$ cat src/rtl/channel_stream_src.sv
// channel_stream_src: streams len symbols from a small write-only buffer, optionally looping, with abort and done pulse
// Ports: clk/reset_b (async active-low); wr_en/wr_addr/wr_data buffer write (blocked while busy);
//   start/len/loop begin a stream; abort drops it; out_ready/out_data/out_valid/out_last stream handshake;
//   busy high while streaming; done pulses one cycle after the final non-looping transfer.
// Optional: CHANNEL_NOISE_EN adds noise_thresh and an LFSR that flips out_data[0] when lfsr[7:0] < noise_thresh.
module channel_stream_src #(
  parameter int WIDTH = 2,
  parameter int DEPTH = 14,
  parameter int AW    = 4
) (
`ifdef CHANNEL_NOISE_EN
  input  logic [7:0]       noise_thresh,
`endif
  input  logic             clk,
  input  logic             reset_b,
  input  logic             wr_en,
  input  logic [AW-1:0]    wr_addr,
  input  logic [WIDTH-1:0] wr_data,
  input  logic             start,
  input  logic [AW:0]      len,
  input  logic             loop,
  input  logic             abort,
  input  logic             out_ready,
  output logic [WIDTH-1:0] out_data,
  output logic             out_valid,
  output logic             out_last,
  output logic             busy,
  output logic             done
);
  typedef enum logic [1:0] {IDLE, STREAM, DONE} state_t;
  localparam logic [AW:0] DEPTH_L = (AW+1)'(DEPTH);
  state_t r_state, w_state_nx;
  logic [WIDTH-1:0] r_mem [DEPTH];
  logic [AW-1:0] r_idx, w_idx_nx;
  logic [AW:0] r_len, w_len_nx;
  logic r_loop, w_loop_nx, w_valid_nx, w_done_nx, w_load, w_last_nx, w_xfer, w_start_ok;
  logic [WIDTH-1:0] w_data_nx;
  assign w_xfer     = out_valid & out_ready;
  assign w_start_ok = start && len != '0 && len <= DEPTH_L;
  assign w_last_nx  = {1'b0, w_idx_nx} == w_len_nx - 1'b1;
`ifdef CHANNEL_NOISE_EN
  logic [15:0] r_lfsr, w_lfsr_nx;
  // the flip decision is taken with the LFSR value that will be held while this symbol is presented
  assign w_lfsr_nx = (r_state == STREAM && !abort && w_xfer) ?
                     {r_lfsr[14:0], r_lfsr[15] ^ r_lfsr[13] ^ r_lfsr[12] ^ r_lfsr[10]} : r_lfsr;
  assign w_data_nx = r_mem[w_idx_nx] ^ WIDTH'(w_lfsr_nx[7:0] < noise_thresh);
  always_ff @(posedge clk or negedge reset_b)
    if (!reset_b) r_lfsr <= 16'hACE1;
    else r_lfsr <= w_lfsr_nx;
`else
  assign w_data_nx = r_mem[w_idx_nx];
`endif
  always_ff @(posedge clk)
    if (wr_en && !busy && {1'b0, wr_addr} < DEPTH_L) r_mem[wr_addr] <= wr_data;
  always_comb begin
    w_state_nx = r_state;
    w_idx_nx   = r_idx;
    w_len_nx   = r_len;
    w_loop_nx  = r_loop;
    w_valid_nx = out_valid;
    w_done_nx  = 1'b0;
    w_load     = 1'b0;
    case (r_state)
      IDLE: if (w_start_ok) begin
        w_state_nx = STREAM;
        w_idx_nx   = '0;
        w_len_nx   = len;
        w_loop_nx  = loop;
        w_valid_nx = 1'b1;
        w_load     = 1'b1;
      end
      STREAM: if (abort) begin
        w_state_nx = IDLE;
        w_valid_nx = 1'b0;
      end else if (w_xfer) begin
        if (!out_last) begin
          w_idx_nx = r_idx + 1'b1;
          w_load   = 1'b1;
        end else if (r_loop) begin
          w_idx_nx = '0;
          w_load   = 1'b1;
        end else begin
          w_state_nx = DONE;
          w_valid_nx = 1'b0;
          w_done_nx  = 1'b1;
        end
      end
      DONE: w_state_nx = IDLE;
      default: w_state_nx = IDLE;
    endcase
  end
  always_ff @(posedge clk or negedge reset_b)
    if (!reset_b) begin
      r_state   <= IDLE;
      r_idx     <= '0;
      r_len     <= '0;
      r_loop    <= 1'b0;
      out_valid <= 1'b0;
      out_last  <= 1'b0;
      busy      <= 1'b0;
      done      <= 1'b0;
      out_data  <= '0;
    end else begin
      r_state   <= w_state_nx;
      r_idx     <= w_idx_nx;
      r_len     <= w_len_nx;
      r_loop    <= w_loop_nx;
      out_valid <= w_valid_nx;
      out_last  <= w_load ? w_last_nx : out_last & w_valid_nx;
      busy      <= w_state_nx == STREAM;
      done      <= w_done_nx;
      if (w_load) out_data <= w_data_nx;
    end
endmodule

$ cat config.mk
export PLATFORM = sky130hd
export DESIGN_NAME = channel_stream_src
export DESIGN_NICKNAME = d
export VERILOG_FILES = /design/src/rtl/channel_stream_src.sv
export SDC_FILE = /design/constraint.sdc
export NUM_CORES = 1
export LEC_CHECK = 0
export CAP_MARGIN = 20
export CORE_ASPECT_RATIO = 0.8
export CORE_MARGIN = 4
export CORE_UTILIZATION = 45
export CTS_CLUSTER_SIZE = 16
export DETAILED_ROUTE_END_ITERATION = 10
export PLACE_DENSITY = 0.66
export SLEW_MARGIN = 10
export SYNTH_ARGS = -nofsm -noshare
export SYNTH_HDL_FRONTEND = slang
export SYNTH_SLANG_ARGS = --single-unit
$ cat constraint.sdc
create_clock -name clk -period 4.9 [get_ports clk]
set_input_delay 0.98 -clock clk [delete_from_list [all_inputs] [get_ports clk]]
set_output_delay 0.98 -clock clk [all_outputs]
set_load 0.05 [all_outputs]
==> flow_summary.json <==
{
  "crit_family": "simple AND/OR/NAND/NOR gates",
  "cts_root_buffer": "clkbuf_8",
  "cp.buffers_inverters": 1,
  "layout.cells.non_filler": 266,
  "critPathArrivalTime_ns": 3.91,
  "chipHeight_um": 70.96,
  "die_area_um2": 6152,
  "cts_hold_buffers": 0,
  "fin_skew_ns": 0.006657,
  "clkLatencyLatePin_ns": 0.30,
  "cts_max_level": 2,
  "hold_class": "reg2reg",
  "synthesis.instances": 180,
  "place_hpwl_mm": 3.291,
  "wl_met1_mm": 2.062,
  "worstMarginPinSlew_ns": 0.9747,
  "cts-resized-gates": 0,
  "fp-row-count": 22,
  "drv_slew": 0,
  "grt_overflow": 0,
  "grt_max_degree": 19,
  "synthArstFlopShare": 0.3913,
  "port-buffer-count": 23,
  "clock-sinks": 46,
  "syn_nets": 200,
  "tns_ns": 0,
  "max_stage_delay_ns": 0.70,
  "post_cts_buffers": 0,
  "ioPinCount": 24,
  "die_w_um": 86.70,
  "viasPerCell": 5.650,
  "yosysTopAreaCell": "edfxtp_1",
  "crit_fanout": 17,
  "drtIter0Drc": 92,
  "worstPathCellList": "clkdlybuf4s50_1 > nor4b_1 > nand3_1 > o21ai_2 > mux2_2 > o22ai_1 > o211ai_1",
  "worstSetupStartpointType": "input port",
  "routed_wl_mm": 4.353,
  "dr.pass1.iters": 4,
  "setup_viol": 0,
  "path_class": "in2reg",
  "area_growth_pct": 16.89,
  "status": "complete, no violations",
  "avgSynthCellArea_um2": 12.39,
  "clk_pin_slew_ns": 0.08,
  "grt_pass1_vias": 1525,
  "routed.top_layer": "met4",
  "routed-wl-met3_um": 221,
  "grt_antenna_before_repair": 0,
  "layout_common_cells": "28 x edfxtp_1, 23 x clkdlybuf4s50_1, 18 x dfrtp_1, 16 x mux2i_1, 15 x nand2_1",
  "drv_cap": 0,
  "p_per_area_nw_per_um2": 372.4,
  "finalCriticalPeriod_ns": 3.735,
  "post-route-util": 0.5570,
  "grt_pass1_wl_mm": 7.431,
  "required_ns": 5.08,
  "peakVddDrop_mv": 0.2056,
  "synth_area_um2": 2230,
  "routedWlPerCell_um": 16.36,
  "finalPower_w": 0.0009705,
  "period_share": 0.7622,
  "slew_headroom": 0.3501,
  "cts_buffer_depth": 2,
  "wl_met2_mm": 2.046,
  "synth.yosys.seq_area_share": 0.5791,
  "endpoint_kind": "flip-flop",
  "drive_gt1_frac": 0.1262,
  "max_freq_mhz": 267.8,
  "netlist-cell-type-count": 48,
  "synth-edff-count": 28,
  "start_util": 0.4765,
  "yosysWarnings": 0,
  "rsz0062_at_grt": "no",
  "leakage_nw": 1.030,
  "drc": 0,
  "cp_slowest_cell": "nand3_1",
  "placedCellCount": 258,
  "hold_viol_final": 0,
  "cts_tree": "yes",
  "core-area_um2": 4679,
  "cts_buffers": 5,
  "diodes": 0,
  "antenna_left": 0,
  "grt_use_total": 0.1573,
  "yosys_most_used_dff": "edfxtp_1",
  "synth_area_leaders": "edfxtp_1 38%, dfrtp_1 20%, mux2i_1 7.2%, mux2_2 3.5%, nand2_1 2.5%",
  "final_net_count": 225,
  "netlist.area_leader.share": 0.3771,
  "final_common_cell": "edfxtp_1",
  "vias": 1503,
  "routabilityCongestion": 0.8100,
  "synth_seq_cells": 46
}
## through the flow
stage                     hold WS [ns]  cell area [um^2]  setup slack (ns)
final                           0.4926              2606             1.165
after global routing            0.5343              2606            0.9000
after floorplan                 0.4493              2230             1.830
after global placement          0.4694              2496            0.8774
after detailed placement        0.4802              2496            0.8798
after CTS                       0.4918              2606             1.170
## final timing paths
| check | from | to | slack (ns) | depth (start not counted) |
|---|---|---|---|---|
| min in group asynchronous | reset_b | r_len[3] | 1.14 | 1 |
| setup / recovery | len[4] | out_data[1] | 1.17 | 7 |
| max in group asynchronous | reset_b | r_state[1] | 3.25 | 1 |
| setup reg to reg | r_state[0] | out_data[1] | 1.85 | 6 |
| hold / removal | r_loop | done | 0.49 | 1 |
| hold reg to reg | r_loop | done | 0.49 | 1 |
## power by group
group | internal [W] | switching (W)
Sequential | 0.000439 | 0.0000218
Clock | 0.000152 | 0.000126
Combinational | 0.0000969 | 0.000134
Total | 0.000688 | 0.000282
## metal layers
metal	vias to the layer above	global-route usage
li1	731	-
met1	727	0.2149
met2	43	0.2385
met3	2	0.05239
met4	0	0.04671
met5	-	0
## cell usage after synthesis (4+ instances only)
master,n
mux2i_1,16
nand3_1,4
nor3_1,8
o211ai_1,4
nand2_1,15
nor2_1,13
dfrtp_1,18
mux2_2,7
nor4_1,5
edfxtp_1,28
inv_1,6
nand2b_1,5
a31oi_1,4
## sequential cells by signal, indices dropped and copies added (netlist names)
| signal | cells |
|---|---|
| r_mem | 28 |
| r_len | 5 |
| r_idx | 4 |
| out_data | 2 |
| r_state | 2 |
| busy | 1 |
| done | 1 |
| out_last | 1 |
| out_valid | 1 |
| r_loop | 1 |
## kinds of logic (layout without fill, tap and decap cells)
family	count (synthesis)	count (layout)	share of synthesized area
flip-flops	46	46	0.5791
AO/OA/AOI/OAI	27	27	0.09988
multiplexers	23	23	0.1072
XOR/XNOR	4	4	0.01572
buffers and inverters	12	38	0.02918
AND/OR/NAND/NOR	66	66	0.1577
adder cells (fa/ha/maj)	2	2	0.01122
## final cells by class
| class | instances | area (um^2) |
|---|---|---|
| inverter | 7 | 26.28 |
| fill | 404 | 2073 |
| sequential | 46 | 1291 |
| multi-input combinational | 122 | 873.3 |
| clock inverter | 2 | 37.54 |
| tap | 60 | 75.07 |
| timing repair buffer | 23 | 230.2 |
| clock buffer | 6 | 72.57 |
No activity file was read; power rests on OpenSTA's default activity.
==> patch 1 (same settings) <==
Change the parameter `DEPTH` from 14 to 15.
--- a/src/rtl/channel_stream_src.sv
+++ b/src/rtl/channel_stream_src.sv
@@ -7,3 +7,3 @@
   parameter int WIDTH = 2,
-  parameter int DEPTH = 14,
+  parameter int DEPTH = 15,
   parameter int AW    = 4
Check against the original RTL: not equivalent (Yosys sat finds a counterexample within 4 cycles, from zero or initial values and one cycle with reset_b low).
==> patch 1 against the unedited design <==
Combinational power shrank 19%. Area after synthesis grew 1.9%. Design area grew 0.53%. Sequential cell count grew 2. Wire length grew 8.8%. Clock power shrank 6%. Power shrank 5.1%. First-iteration DRC count grew 5.4%. Setup slack lost 0.032 ns.
==> patch 1: results (changes against the unedited design) <==
Tot GR Track Use=16.0% (+0.24 points); # nets final=227 (+0.89%); layout cells sized above 1=7.69% (-4.9 points); Synth cell types=44 (-8.3%); Non-Filler Instances=268 (+0.75%); Multi-input gate area=825 µm² (-5.6%); Slew @ Worst Pin=0.837 ns (-0.138 ns); commonest cells in the netlist=edfxtp_1, mux2i_1, dfrtp_1, nand2_1, nor2_1; first-pass GRT wire length=7650 µm (+3.0%); Critical path origin=len[2]; inverter count=9 (+2); multiplexer share of the synthesized area=10.5% (-0.20 points); hold path cells=2 (+1); initial DRC count=97 (+5.4%); top post-synthesis cells by area=edfxtp_1, dfrtp_1, mux2i_1; fill count=421 (+4.2%); vias per inst=5.72 (+1.2%); adder-cell share of the synthesized area=1.10% (-0.021 points); CP Max Fanout=14 (-3); final-layout non-clock buffer area share=8.79% (-0.046 points); xor-xnor portion of the synthesized cell area=0.771% (-0.80 points); placed cell count=260 (+0.78%); asr flop ratio synth=37.5% (-1.6 points); compound-cell area share of the yosys netlist=8.87% (-1.1 points); vias in the first global route=1529 (+0.26%); Largest regs=r_mem x30, r_len x5, r_idx x4; syn nets=204 (+2.0%); outcome=complete, no violations; Post-synth EDFFs=30 (+7.1%); #MultiIn Comb=120 (-1.6%); Arr. time, crit path=3.95 ns (+0.04 ns); terminus of the critical flop-to-flop path=out_data[0]; worst-case reg-to-reg path depth=7 (+1); leakage=0.00103 µW (+0.19%); Detailed Place HPWL=3460 µm (+5.0%); Place WS=0.877 ns (-0.00277 ns); Clock Skews=0.0140 ns (+0.00739 ns); post-synthesis sequential area ratio=59.5% (+1.6 points)
-- patch 1: worst max path at each step --
stage	slack (ns)	end	depth (start not counted)
after floorplan	2.02	out_last	9
after global placement	1.11	out_data[0]	8
after detailed placement	0.88	out_data[0]	8
after CTS	1.15	out_data[0]	8
after global routing	0.93	out_data[0]	8
final	1.13	out_data[0]	8
-- patch 1: logic make-up (layout without fill, tap and decap cells) --
group,Yosys count,in the layout
xor+xnor,2,2
buf+inv,16,40
flops,48,48
compound gates,27,27
fa+ha+maj,2,2
simple gates,66,66
mux,23,23
-- patch 1: routing by layer --
| layer | part of all wire [%] | wire length (µm) | vias up | GRT usage, % |
|---|---|---|---|---|
| met4 | 1.1 | 51 | 0 | 5.28 |
| met1 | 47 | 2210 | 741 | 22.8 |
| met2 | 44 | 2110 | 55 | 23.9 |
| met5 | 0 | 0 | - | 0 |
| met3 | 7.7 | 365 | 6 | 3.91 |
| li1 | - | - | 731 | - |
-- patch 1: worst max-delay path, cell delays in order --
cell and delay (ns):
clkdlybuf4s50_1 0.46, nor4_1 0.43, or4_1 0.59, o21a_1 0.66
mux2i_1 0.32, o22ai_1 0.11, o32ai_1 0.32, a21oi_1 0.07
-- patch 1: where the power goes --
part / switching (µW) / total (µW) / leakage, µW / internal, µW
Clock: 130 / 261 / 0.0000566 / 131
Combinational: 113 / 186 / 0.000475 / 72.7
Sequential: 19.2 / 474 / 0.000500 / 455
Total: 262 / 921 / 0.00103 / 659
-- patch 1: per-stage QoR --
step	utilization [%]	instance area [µm²]	hold slack (ns)
3_5_place_dp	53.1	2510	0.492
2_1_floorplan	-	2270	0.445
4_1_cts	55.3	2620	0.514
6_report	55.3	2620	0.503
3_3_place_gp	53.1	2510	0.469
5_1_grt	55.3	2620	0.559
==> patch 2 (same flow settings) <==
Made on the original files. The 3 states of `state_t` get a one-hot encoding in 3 bits.
--- a/src/rtl/channel_stream_src.sv
+++ b/src/rtl/channel_stream_src.sv
@@ -29,3 +29,3 @@
 );
-  typedef enum logic [1:0] {IDLE, STREAM, DONE} state_t;
+  typedef enum logic [2:0] {IDLE = 3'b001, STREAM = 3'b010, DONE = 3'b100} state_t;
   localparam logic [AW:0] DEPTH_L = (AW+1)'(DEPTH);
Behaviour: same outputs for any inputs over 10 cycles, from zero or initial values and one cycle with reset_b low; not proved beyond that.
==> patch 2 against the unedited design <==
Clock power up 19%. Non-clock buffer count stayed put. Design area is 4.1% higher. Critical endpoint is now out_last. Sequential cell count increased by 1. First-iteration DRC count is 1.1% lower. Power fell by 0.75%. Cell count rose by 6.0%. Hold slack improved by 0.029 ns. Area after synthesis increased by 3.7%. Core utilization fell by 1.2 points. Largest power group unchanged. Wire length rose by 3.5%. Clock skew decreased by 0.0019 ns. Setup slack improved by 0.23 ns.
==> patch 2: results (changes against the unedited design) <==
outcome=complete, no violations; Crit-path slowest cell=clkdlybuf4s50_1; Synth cell types=51 (+6.3%); hold path cells=2 (+1); GR Util met3=3.75% (-1.5 points); vias in the first global route=1588 (+4.1%); top post-synthesis cells by area=edfxtp_1, dfrtp_1, mux2i_1; final-layout non-clock buffer area share=8.48% (-0.35 points); met2 Resource Use GR=23.3% (-0.53 points); initial DRC count=91 (-1.1%); Seq/total area=48.5% (-1.0 points); r2r setup slk=2.10 ns (+0.25 ns); Critical Path Sink=out_last; worst-case reg-to-reg path depth=8 (+2); Detailed Place HPWL=3340 µm (+1.4%); routed length on met1=2290 µm (+11%); # nets final=239 (+6.2%); reg2reg start=r_state[2]; Fmax=0.285 GHz (+6.6%); leakage=0.00108 µW (+5.2%); drt wl/cell=16.0 µm (-2.3%); terminus of the critical flop-to-flop path=out_data[0]; Placed Area=0.00258 mm² (+3.4%); asr flop ratio synth=40.4% (+1.3 points); met1 Usage GRT=22.9% (+1.4 points); first-pass GRT wire length=7620 µm (+2.6%); Multi-input gate area=930 µm² (+6.4%); Slew @ Worst Pin=0.853 ns (-0.122 ns); Place WS=1.10 ns (+0.215 ns); layout cells sized above 1=10.0% (-2.6 points); min-delay src=r_len[1]; worst IR drop on VDD=0.000225 V (+9.5%); metal2 WL=1960 µm (-4.1%); syn nets=213 (+6.5%); #MultiIn Comb=135 (+11%); max incr delay on CP=0.53 ns (-0.17 ns); Arr. time, crit path=3.70 ns (-0.21 ns); vias per inst=5.61 (-0.78%); CP Max Fanout=11 (-6); routability cong.=0.755 (-6.9%); clock network area share=4.89% (+0.66 points); hold endpoint=r_len[1]; Tot GR Track Use=15.7% (-0.021 points); multi-input combinational area share=34.3% (+0.75 points); FF+latch count, synth=47 (+2.2%); commonest cells in the netlist=edfxtp_1, nand2_1, nor2_1, dfrtp_1, mux2i_1; Non-Filler Instances=282 (+6.0%); mean post-synth cell area=12.0 µm² (-3.3%); Clock Skews=0.00478 ns (-0.00187 ns); post-synthesis sequential area ratio=57.0% (-0.93 points); fill count=453 (+12%); placed cell count=274 (+6.2%); Finished Core Util=54.5% (-1.2 points); largest net degree at the start of global routing=20 (+1); DR WL met3=194 µm (-12%)
==> patch 2: cell types whose count changed after synthesis, sizes merged, moves of 4 or more <==
cell,delta
nor3b,+4
nor2,+6
nor3,-4
nand2,+5
mux2,-5
o21ai,+7
nor4b,+4
==> patch 2: worst reg2reg max path, delay by kind of cell (launching register included) <==
family	cells	cell delay [ns]
multiplexers	3	0.66
flip-flops	1	0.43
AO/OA/AOI/OAI	4	1.03
AND/OR/NAND/NOR	1	0.57
==> patch 2: logic make-up after synthesis <==
logic type      count (synthesis)  synth area share [%]
buf+inv                        11                  2.81
simple gates                   77                  19.0
compound gates                 35                  11.1
mux                            18                  7.90
flops                          47                  57.0
xor+xnor                        3                  1.14
fa+ha+maj                       2                  1.08
==> patch 2: report_power, final <==
group | total, µW | internal (µW) | switching (µW)
registers | 460 | 443 | 16.6
logic | 173 | 70.3 | 102
clock network | 331 | 204 | 127
total | 963 | 717 | 246
